==> config.mk <==
export PLATFORM = sky130hd
export DESIGN_NAME = wb_port_arbiter
export DESIGN_NICKNAME = d
export VERILOG_FILES = /design/src/rtl/wb_port_arbiter.sv
export SDC_FILE = /design/constraint.sdc
export NUM_CORES = 1
export LEC_CHECK = 0
export ABC_AREA = 1
export BUFFER_PORTS_ARGS = -buffer_cell sky130_fd_sc_hd__buf_2
export CORE_ASPECT_RATIO = 0.7
export CORE_MARGIN = 5
export CORE_UTILIZATION = 55
export DETAILED_ROUTE_END_ITERATION = 6
export HOLD_SLACK_MARGIN = 0.02
export PLACE_DENSITY = 0.88
export SYNTH_ARGS = -nofsm -noshare
export SYNTH_HDL_FRONTEND = slang
export SYNTH_SLANG_ARGS = --single-unit
==> constraint.sdc <==
create_clock -name clk -period 3.3 [get_ports clk]
set_input_delay 0.33 -clock clk [delete_from_list [all_inputs] [get_ports clk]]
set_output_delay 0.33 -clock clk [all_outputs]
set_load 0.02 [all_outputs]
==> src/rtl/wb_port_arbiter.sv <==
// Shares the register-file write port between the WB stage (A) and a queued long-latency unit (B).
// Optional feature: define WB_BYPASS_EN to let B write straight through when the port is idle.
module wb_port_arbiter #(
    parameter int XLEN         = 32,
    parameter int DEPTH        = 4,
    parameter int STARVE_LIMIT = 8
) (
    input  logic            clk,
    input  logic            rst,
    input  logic            a_we,
    input  logic [4:0]      a_rd,
    input  logic [XLEN-1:0] a_data,
    input  logic            b_valid,
    output logic            b_ready,
    input  logic [4:0]      b_rd,
    input  logic [XLEN-1:0] b_data,
    input  logic [4:0]      chk_rd,
    output logic            chk_hit,
    output logic            stall_req,
    output logic            rf_we,
    output logic [4:0]      rf_rd,
    output logic [XLEN-1:0] rf_wdata,
    output logic            proto_err
);

    localparam int PW = $clog2(DEPTH);
    localparam int CW = PW + 1;
    localparam int SW = $clog2(STARVE_LIMIT + 1);
    localparam logic [CW-1:0] FULL_COUNT = CW'(DEPTH);
    localparam logic [SW-1:0] LIMIT      = SW'(STARVE_LIMIT);

    typedef enum logic [1:0] {IDLE, PEND, FORCE, DRAIN} state_t;

    state_t          state, state_next;
    logic [4:0]      mem_rd   [DEPTH];
    logic [XLEN-1:0] mem_data [DEPTH];
    logic [PW-1:0]   head, tail;
    logic [CW-1:0]   count, count_next;
    logic [SW-1:0]   starve, starve_next;
    logic            full, empty, push, pop, bypass, proto_next;
    logic            sel_we;
    logic [4:0]      sel_rd;
    logic [XLEN-1:0] sel_data;

    assign full    = (count == FULL_COUNT);
    assign empty   = (count == '0);
    assign b_ready = !full;
`ifdef WB_BYPASS_EN
    assign bypass  = empty && !a_we && b_valid;
`else
    assign bypass  = 1'b0;
`endif
    assign push       = b_valid && !full && !bypass;
    assign pop        = !a_we && !empty;
    assign count_next = count + {{PW{1'b0}}, push} - {{PW{1'b0}}, pop};

    always_ff @(posedge clk) begin
        if (push) begin
            mem_rd[tail]   <= b_rd;
            mem_data[tail] <= b_data;
        end
    end

    always_ff @(posedge clk or negedge rst) begin
        if (!rst) begin
            head  <= '0;
            tail  <= '0;
            count <= '0;
        end else begin
            if (push) tail <= tail + 1'b1;
            if (pop)  head <= head + 1'b1;
            count <= count_next;
        end
    end

    // Only live entries in [head, tail) are compared; the head being popped still counts.
    always_comb begin
        chk_hit = 1'b0;
        for (int i = 0; i < DEPTH; i++) begin
            if (({1'b0, PW'(i) - head} < count) && (mem_rd[i] == chk_rd) && (chk_rd != 5'd0))
                chk_hit = 1'b1;
        end
    end

    always_comb begin
        sel_we   = 1'b0;
        sel_rd   = '0;
        sel_data = '0;
        if (a_we) begin
            sel_we   = 1'b1;
            sel_rd   = a_rd;
            sel_data = a_data;
        end else if (pop) begin
            sel_we   = 1'b1;
            sel_rd   = mem_rd[head];
            sel_data = mem_data[head];
        end else if (bypass) begin
            sel_we   = 1'b1;
            sel_rd   = b_rd;
            sel_data = b_data;
        end
    end

    always_ff @(posedge clk or negedge rst) begin
        if (!rst) begin
            rf_we    <= 1'b0;
            rf_rd    <= '0;
            rf_wdata <= '0;
        end else begin
            rf_we <= sel_we && (sel_rd != 5'd0);
            if (sel_we) begin
                rf_rd    <= sel_rd;
                rf_wdata <= sel_data;
            end
        end
    end

    // FORCE is the cycle stall_req is high; DRAIN is the bubble cycle that follows it.
    always_comb begin
        state_next  = state;
        starve_next = starve;
        proto_next  = proto_err;
        unique case (state)
            IDLE: begin
                if (push) state_next = PEND;
            end
            PEND: begin
                if (count_next == '0) begin
                    state_next  = IDLE;
                    starve_next = '0;
                end else if (pop) begin
                    starve_next = '0;
                end else if (a_we) begin
                    starve_next = starve + 1'b1;
                    if (starve_next == LIMIT) state_next = FORCE;
                end
            end
            FORCE: begin
                state_next = DRAIN;
                if (pop) starve_next = '0;
            end
            DRAIN: begin
                starve_next = '0;
                if (a_we) proto_next = 1'b1;
                state_next = (count_next == '0) ? IDLE : PEND;
            end
            default: state_next = IDLE;
        endcase
    end

    always_ff @(posedge clk or negedge rst) begin
        if (!rst) begin
            state     <= IDLE;
            starve    <= '0;
            stall_req <= 1'b0;
            proto_err <= 1'b0;
        end else begin
            state     <= state_next;
            starve    <= starve_next;
            stall_req <= (state_next == FORCE);
            proto_err <= proto_next;
        end
    end

endmodule

Word-level counts from Yosys, hierarchy flattened. Memory sizes are Yosys's and may differ from the RTL's. Index checks and enable logic that the tools add are counted.

Output and inout port bits: 42. Bits in writable memories: 148. Bits in registers: 53. Logic and storage cells: 83. Memories kept: 2. Bits in latches: 0. Memory bits (read-only): 0. Bits of input ports: 83.

Div/mod/pow operators: 0. $mul: 0. $lt $le $gt $ge: 4. Bitwise operators: 0. Shift operators: 0. Eq/ne operators: 12. Muxes and demuxes: 24. $add $sub $neg: 9. Reduce and logical (&&, ||, !) cells: 22.

Memory list: mem_data (depth 4, bits a word 32, rd ports 1, clocked after Yosys merged registers in 0, write ports 1, RTL line 36) `logic [XLEN-1:0] mem_data [DEPTH];`; mem_rd (depth 4, bits a word 5, rd ports 5, clocked after Yosys merged registers in 0, write ports 1, RTL line 35) `logic [4:0] mem_rd [DEPTH];`.

Operator list (count): $mux 32 (2); $eq 5x5->1 (4); $mux 4 (4); $lt 2x3->1 (4); $pmux 4 s3 (1); $logic_and 1x1->1 (11); $mux 2 (5); $mux 5 (2); $reduce_bool 5->1 (2); $mux 1 (9); $pmux 2 s4 (1); $eq 2x2->1 const B (3); $logic_not 3->1 (2); $add 2x1->2 const B (2); $add 4x1->4 const B (1); $eq 4x4->1 const B (1); $ne 4x4->1 const B (1); $sub 1x2->2 const A (2); $sub 2x2->2 const A (2); $add 3x1->3 (1); $eq 3x3->1 const B (1); $logic_not 1->1 (3); $reduce_and 3->1 (1); $reduce_bool 3->1 (1); other kinds (5) (5).

Logic depth before layout (Yosys ltp).
Word-level depth: 9. Depth in mapped cells: 17. Gate-level depth less buffers: 16.

Worst setup path after synthesis. Ideal clock, no wire load.

Path kind: reg-to-reg. From: register count[1]. To: memory mem_data[0][0] (enable). Period minus slack after synthesis: 2773 ps. Path buffers: 0. Data required time: 2869 ps. Setup slack: 527 ps. Cell stages (with the launch flop): 5. Library setup time: 431 ps. Data arrival time: 2341 ps. Path through: dfrtp_1 > nor2_4 > a21boi_2 > inv_1 > nor2_1.

Longest elaborated chain between the ends: 5.

RTL lines: start: declaration (RTL line 38) `logic [CW-1:0] count, count_next;`; start signal: assignment (RTL line 72) `count <= count_next;`; $eq 3x3->1 (RTL line 45) `assign full = (count == FULL_COUNT);`; $logic_not 1->1 (RTL line 53) `assign push = b_valid && !full && !bypass;`; $logic_and 1x1->1 (RTL line 53); $mux 1 (RTL line 58) `if (push) begin`; $mux 1 (not written as such) (RTL line 60) `mem_data[tail] <= b_data;`; end: declaration (RTL line 36).

No other way between the ends.

Worst setup path after layout.
From: register count[0]. To: register starve[2].

Longest elaborated chain between the ends: 8. Elaborated cells between the ends (all ways): 15. Classes of those cells: 2 x add/sub; 3 x eq/ne; 3 x mux; 7 x reduce/logical.

RTL lines: $eq 3x3->1 (RTL line 45); $logic_not 1->1 (RTL line 53); $logic_and 1x1->1 (RTL line 53); $add 3x1->3 (RTL line 55) `assign count_next = count + {{PW{1'b0}}, push} - {{PW{1'b0}}, pop};`; $sub 3x1->3 * (RTL line 55); net count_next[1] (RTL line 38); $logic_not 3->1 * (RTL line 128) `if (count_next == '0) begin`; $ne 4x4->1 (no source line) / $mux 4 (equally long branches); $reduce_and 3->1 (no source line) / $pmux 4 s3 (equally long branches); end signal: assignment (RTL line 159) `starve <= starve_next;`; end: declaration (RTL line 39) `logic [SW-1:0] starve, starve_next;`.

The timed path passes the listed nets; every way through them passes the cells marked *. A chain may end at the register's enable or synchronous reset.

==> results by group <==
Outcome
  • Status: complete, no violations

Power and ir drop
  • Max VDD drop: 413.5 uV
  • PwrDens: between 800 and 900 mW/mm^2
  • Lkg Pwr: 4.199 nW

STA
  • Max frequency: 0.3596 GHz
  • TNS Setup: 0 ps
  • Hold Fails Final Rpt: 0
  • Slew Limit Headroom: 0.5143
  • Crit share post-route: 0.8426
  • Setup Viol. Count Final: 0
  • Worst Max-Slew Pin Slew: 728.6 ps
  • Worst hold slack: between 50 and 60 ps
  • Unrepaired setup endpoints after global routing: false
  • Min Tclk post-route: 2781 ps
  • Clock skew: 9.847 ps
  • Slew Viols, Final: 0

Floorplan
  • Initial Utilization: 0.5603
  • Core Area: between 0.015 and 0.02 sq mm
  • # rows: 38
  • Die Area: 0.01839 sq mm
  • Die Width: 160.0 microns
  • IO Pins: roughly 130
  • Die Span Y: between 100 and 150 microns

Hold path
  • Hold wc startpoint: b_data[8]
  • Hold depth: 1
  • Hold EP: mem_data[2][8]$_DFFE_PP_
  • HP Class: in2reg

Route
  • Max layer used: met5
  • DR vias: 5905
  • Post-Route WL: 19.34 mm
  • Vias per cell: 5.539
  • DRT antenna net count: 0
  • Iteration-0 DRC Markers: 383
  • First drt pass iteration count: 5
  • Routed len/inst: 18.14 microns
  • Met2 WL post-DR: 8.931 mm
  • M1 WL: 8.294 mm
  • DR WL met3: 1.668 mm
  • Drt drc: 0

Critical path
  • Nature of the critical path startpoint: register
  • R2R Path End: starve[2]$_DFFE_PN0P_
  • CP arrival: 3150 ps
  • Cell Chain, Critical Path: nor2_4 > a21boi_2 > inv_1 > ha_1 > inv_1 > ha_1 > fa_1 > nor2_1 > nand3_4 > nand2_1 > nor2_1 > nand2_1 > nand2_1
  • R2R depth: 13
  • Worst setup path category: reg2reg
  • Most frequent CP cell: nand2_1
  • Crit path max fanout: 6
  • Worst path slowest cell: fa_1
  • Worst r2r src: count[0]$_DFF_PN0_
  • R2R setup slack: 520 ps
  • Crit-path max cell delay: 470 ps
  • Worst EP required: 3670 ps
  • Critical Path End Type: register

Placed design
  • GP Congestion: 0.8683
  • HPWL Detailed: 12.57 mm
  • Port Buf Inserts: 124

Synth
  • Post-synth EDFFs: 148
  • Mapped Area: 0.008658 sq mm
  • Sequential-to-total area share from yosys stat: 0.6665
  • Count leader, synth: nand2_1
  • Number of register bits inferred by synthesis: 201
  • Mapped Nets: 825
  • Synth async-reset ratio: 0.2637
  • Yosys warning count: 0
  • Ranking of synthesized cells by area: edfxtp_1 (51%), dfrtp_1 (15%), nand3_1 (7.5%), nand2_1 (7.1%), a22oi_1 (2.9%)
  • Most used flip-flop cell after synthesis: edfxtp_1
  • Post-synth top cells: nand2_1 (164), edfxtp_1 (148), nand3_1 (129)
  • Gate Count Post-Synth: 730
  • Mean Syn Cell Area: approximately 12 sq um
  • Dominant cell type by area after synthesis: edfxtp_1
  • Synth top area share: 0.5133
  • Count of different cell masters after synthesis: 33

Final layout
  • Ratio of cells with drive above 1 in the final layout: 0.2682
  • Layout area overhead: 15.43%
  • Net count, final: 948

GRT
  • GR Util All Layers: 0.2100
  • Largest net degree at the start of global routing: 73
  • GRT Residual Overflow: 0
  • Vias in the first global route: 5920
  • Initial antenna violation count: 5
  • First-pass GRT wire length: 30.59 mm

CTS
  • CTS tree: yes
  • CTS Buffer Depth: 3
  • Clk root buf: clkbuf_16
  • Worst skew pair latency: between 400 and 500 ps
  • # clock sinks: 201
  • Htree depth: 1
  • Worst-path clk slew: 60 ps
  • CTS Buf Count: 19

Job
  • Maxcap violations: 0
## report_power, final
group          total, mW  switching (mW)  internal, mW  leakage, nW
clock network       1.95           0.866          1.08        0.270
registers           3.67           0.281          3.39         2.00
logic               3.09            2.13         0.956         1.93
total               8.70            3.28          5.42         4.20
## flip-flops by register name (all words and copies together), names as in the netlist
register	count
count	3
head	2
mem_data	128
mem_rd	20
proto_err	1
rf_rd	5
rf_wdata	32
rf_we	1
stall_req	1
starve	4
state	2
tail	2
## routing by layer
layer | up-vias | global-route usage
li1 | 2800 | -
met3 | 41 | 0.05482
met1 | 2816 | 0.2907
met2 | 238 | 0.3394
met5 | - | 0
met4 | 10 | 0.05158
## what timing repair did
action | in CTS | in global routing
setup buffers | 0 | 0
hold buffers | 1 | 0
hold endpoints to repair | 26 | 0
gates resized for setup | 0 | 0
## area by class of cell
type | count | area (sq um)
Antenna cell | 1 | 2.502
Clock buffer | 24 | 504.2
Clock inverter | 9 | 42.54
Fill cell | 1144 | 5458
Inverter | 37 | 143.9
Multi-Input combinational cell | 453 | 2529
Sequential cell | 201 | 5772
Tap cell | 200 | 250.2
Timing Repair Buffer | 141 | 750.7
## cell usage in the layout, fill, tap and decap left out
cell / Yosys / routed
nor2_1: 27 / 23
nand3_2: 21 / 21
nor2_4: 3 / 7
clkbuf_16: 0 / 19
inv_6: 0 / 1
nor3_1: 1 / 1
buf_4: 3 / 16
a21boi_2: 1 / 1
inv_1: 30 / 30
xnor2_1: 11 / 11
o21ai_0: 4 / 4
inv_2: 5 / 5
a21oi_1: 3 / 3
a22oi_1: 33 / 33
nand2_4: 3 / 3
nand4_1: 5 / 5
nand2_1: 164 / 164
clkinv_1: 0 / 5
o22ai_1: 1 / 1
edfxtp_1: 148 / 148
nand3_1: 129 / 129
a31o_2: 1 / 1
diode_2: 0 / 1
nand2_2: 24 / 24
clkbuf_8: 0 / 1
inv_4: 2 / 2
fa_1: 1 / 1
dfrtp_2: 0 / 1
buf_2: 25 / 124
nand3_4: 2 / 2
ha_1: 11 / 11
dlygate4sd3_1: 0 / 1
clkinv_2: 0 / 3
dfrtp_1: 53 / 52
xor2_1: 6 / 6
o21ai_4: 1 / 1
o21ai_1: 1 / 1
clkbuf_1: 6 / 4
## worst max-delay path: cells and delay by family, from the launching register on
| kind | cells | cell delay, ps |
|---|---|---|
| simple gates | 7 | 750 |
| compound gates | 1 | 200 |
| flops | 1 | 450 |
| fa+ha+maj | 3 | 1000 |
| buf+inv | 2 | 270 |
## metrics by stage
| step | utilization | setup slack [ps] | std cells | total power [mW] | area, sq um |
|---|---|---|---|---|---|
| 6_report | 0.6468 | 519.3 | 1066 | 8.705 | 9995 |
| 5_1_grt | 0.6466 | 360.9 | 1065 | 9.233 | 9992 |
| 4_1_cts | 0.6466 | 527.1 | 1065 | 8.770 | 9992 |
| 3_5_place_dp | 0.6106 | 548.1 | 1031 | 6.799 | 9435 |
| 3_3_place_gp | 0.6106 | 695.5 | 1031 | 6.689 | 9435 |
| 2_1_floorplan | - | 527.3 | 730 | 5.888 | 8658 |
## cell families (layout without fill, tap and decap cells)
logic type / count (synthesis) / in the layout / share of synthesized area
AOI/OAI and AO/OA: 45 / 45 / 0.03815
xor gates and xnor gates: 17 / 17 / 0.01720
adders and majority gates: 12 / 12 / 0.01821
buffers and inverters: 76 / 211 / 0.04494
DFF: 201 / 201 / 0.6665
other: 0 / 1 / 0
and+or+nand+nor: 379 / 379 / 0.2150
## worst max-delay path by stage
stage | cells past startpoint | endpoint | startpoint
final | 13 | starve[2]$_DFFE_PN0P_ | count[0]$_DFF_PN0_
after floorplan | 4 | mem_data[0][0]$_DFFE_PP_ | count[1]$_DFF_PN0_
after global placement | 13 | starve[3]$_DFFE_PN0P_ | count[0]$_DFF_PN0_
after CTS | 13 | starve[3]$_DFFE_PN0P_ | count[0]$_DFF_PN0_
after global routing | 13 | starve[2]$_DFFE_PN0P_ | count[0]$_DFF_PN0_
after detailed placement | 13 | starve[3]$_DFFE_PN0P_ | count[0]$_DFF_PN0_
Note: power is estimated with default switching activity, not from simulation.
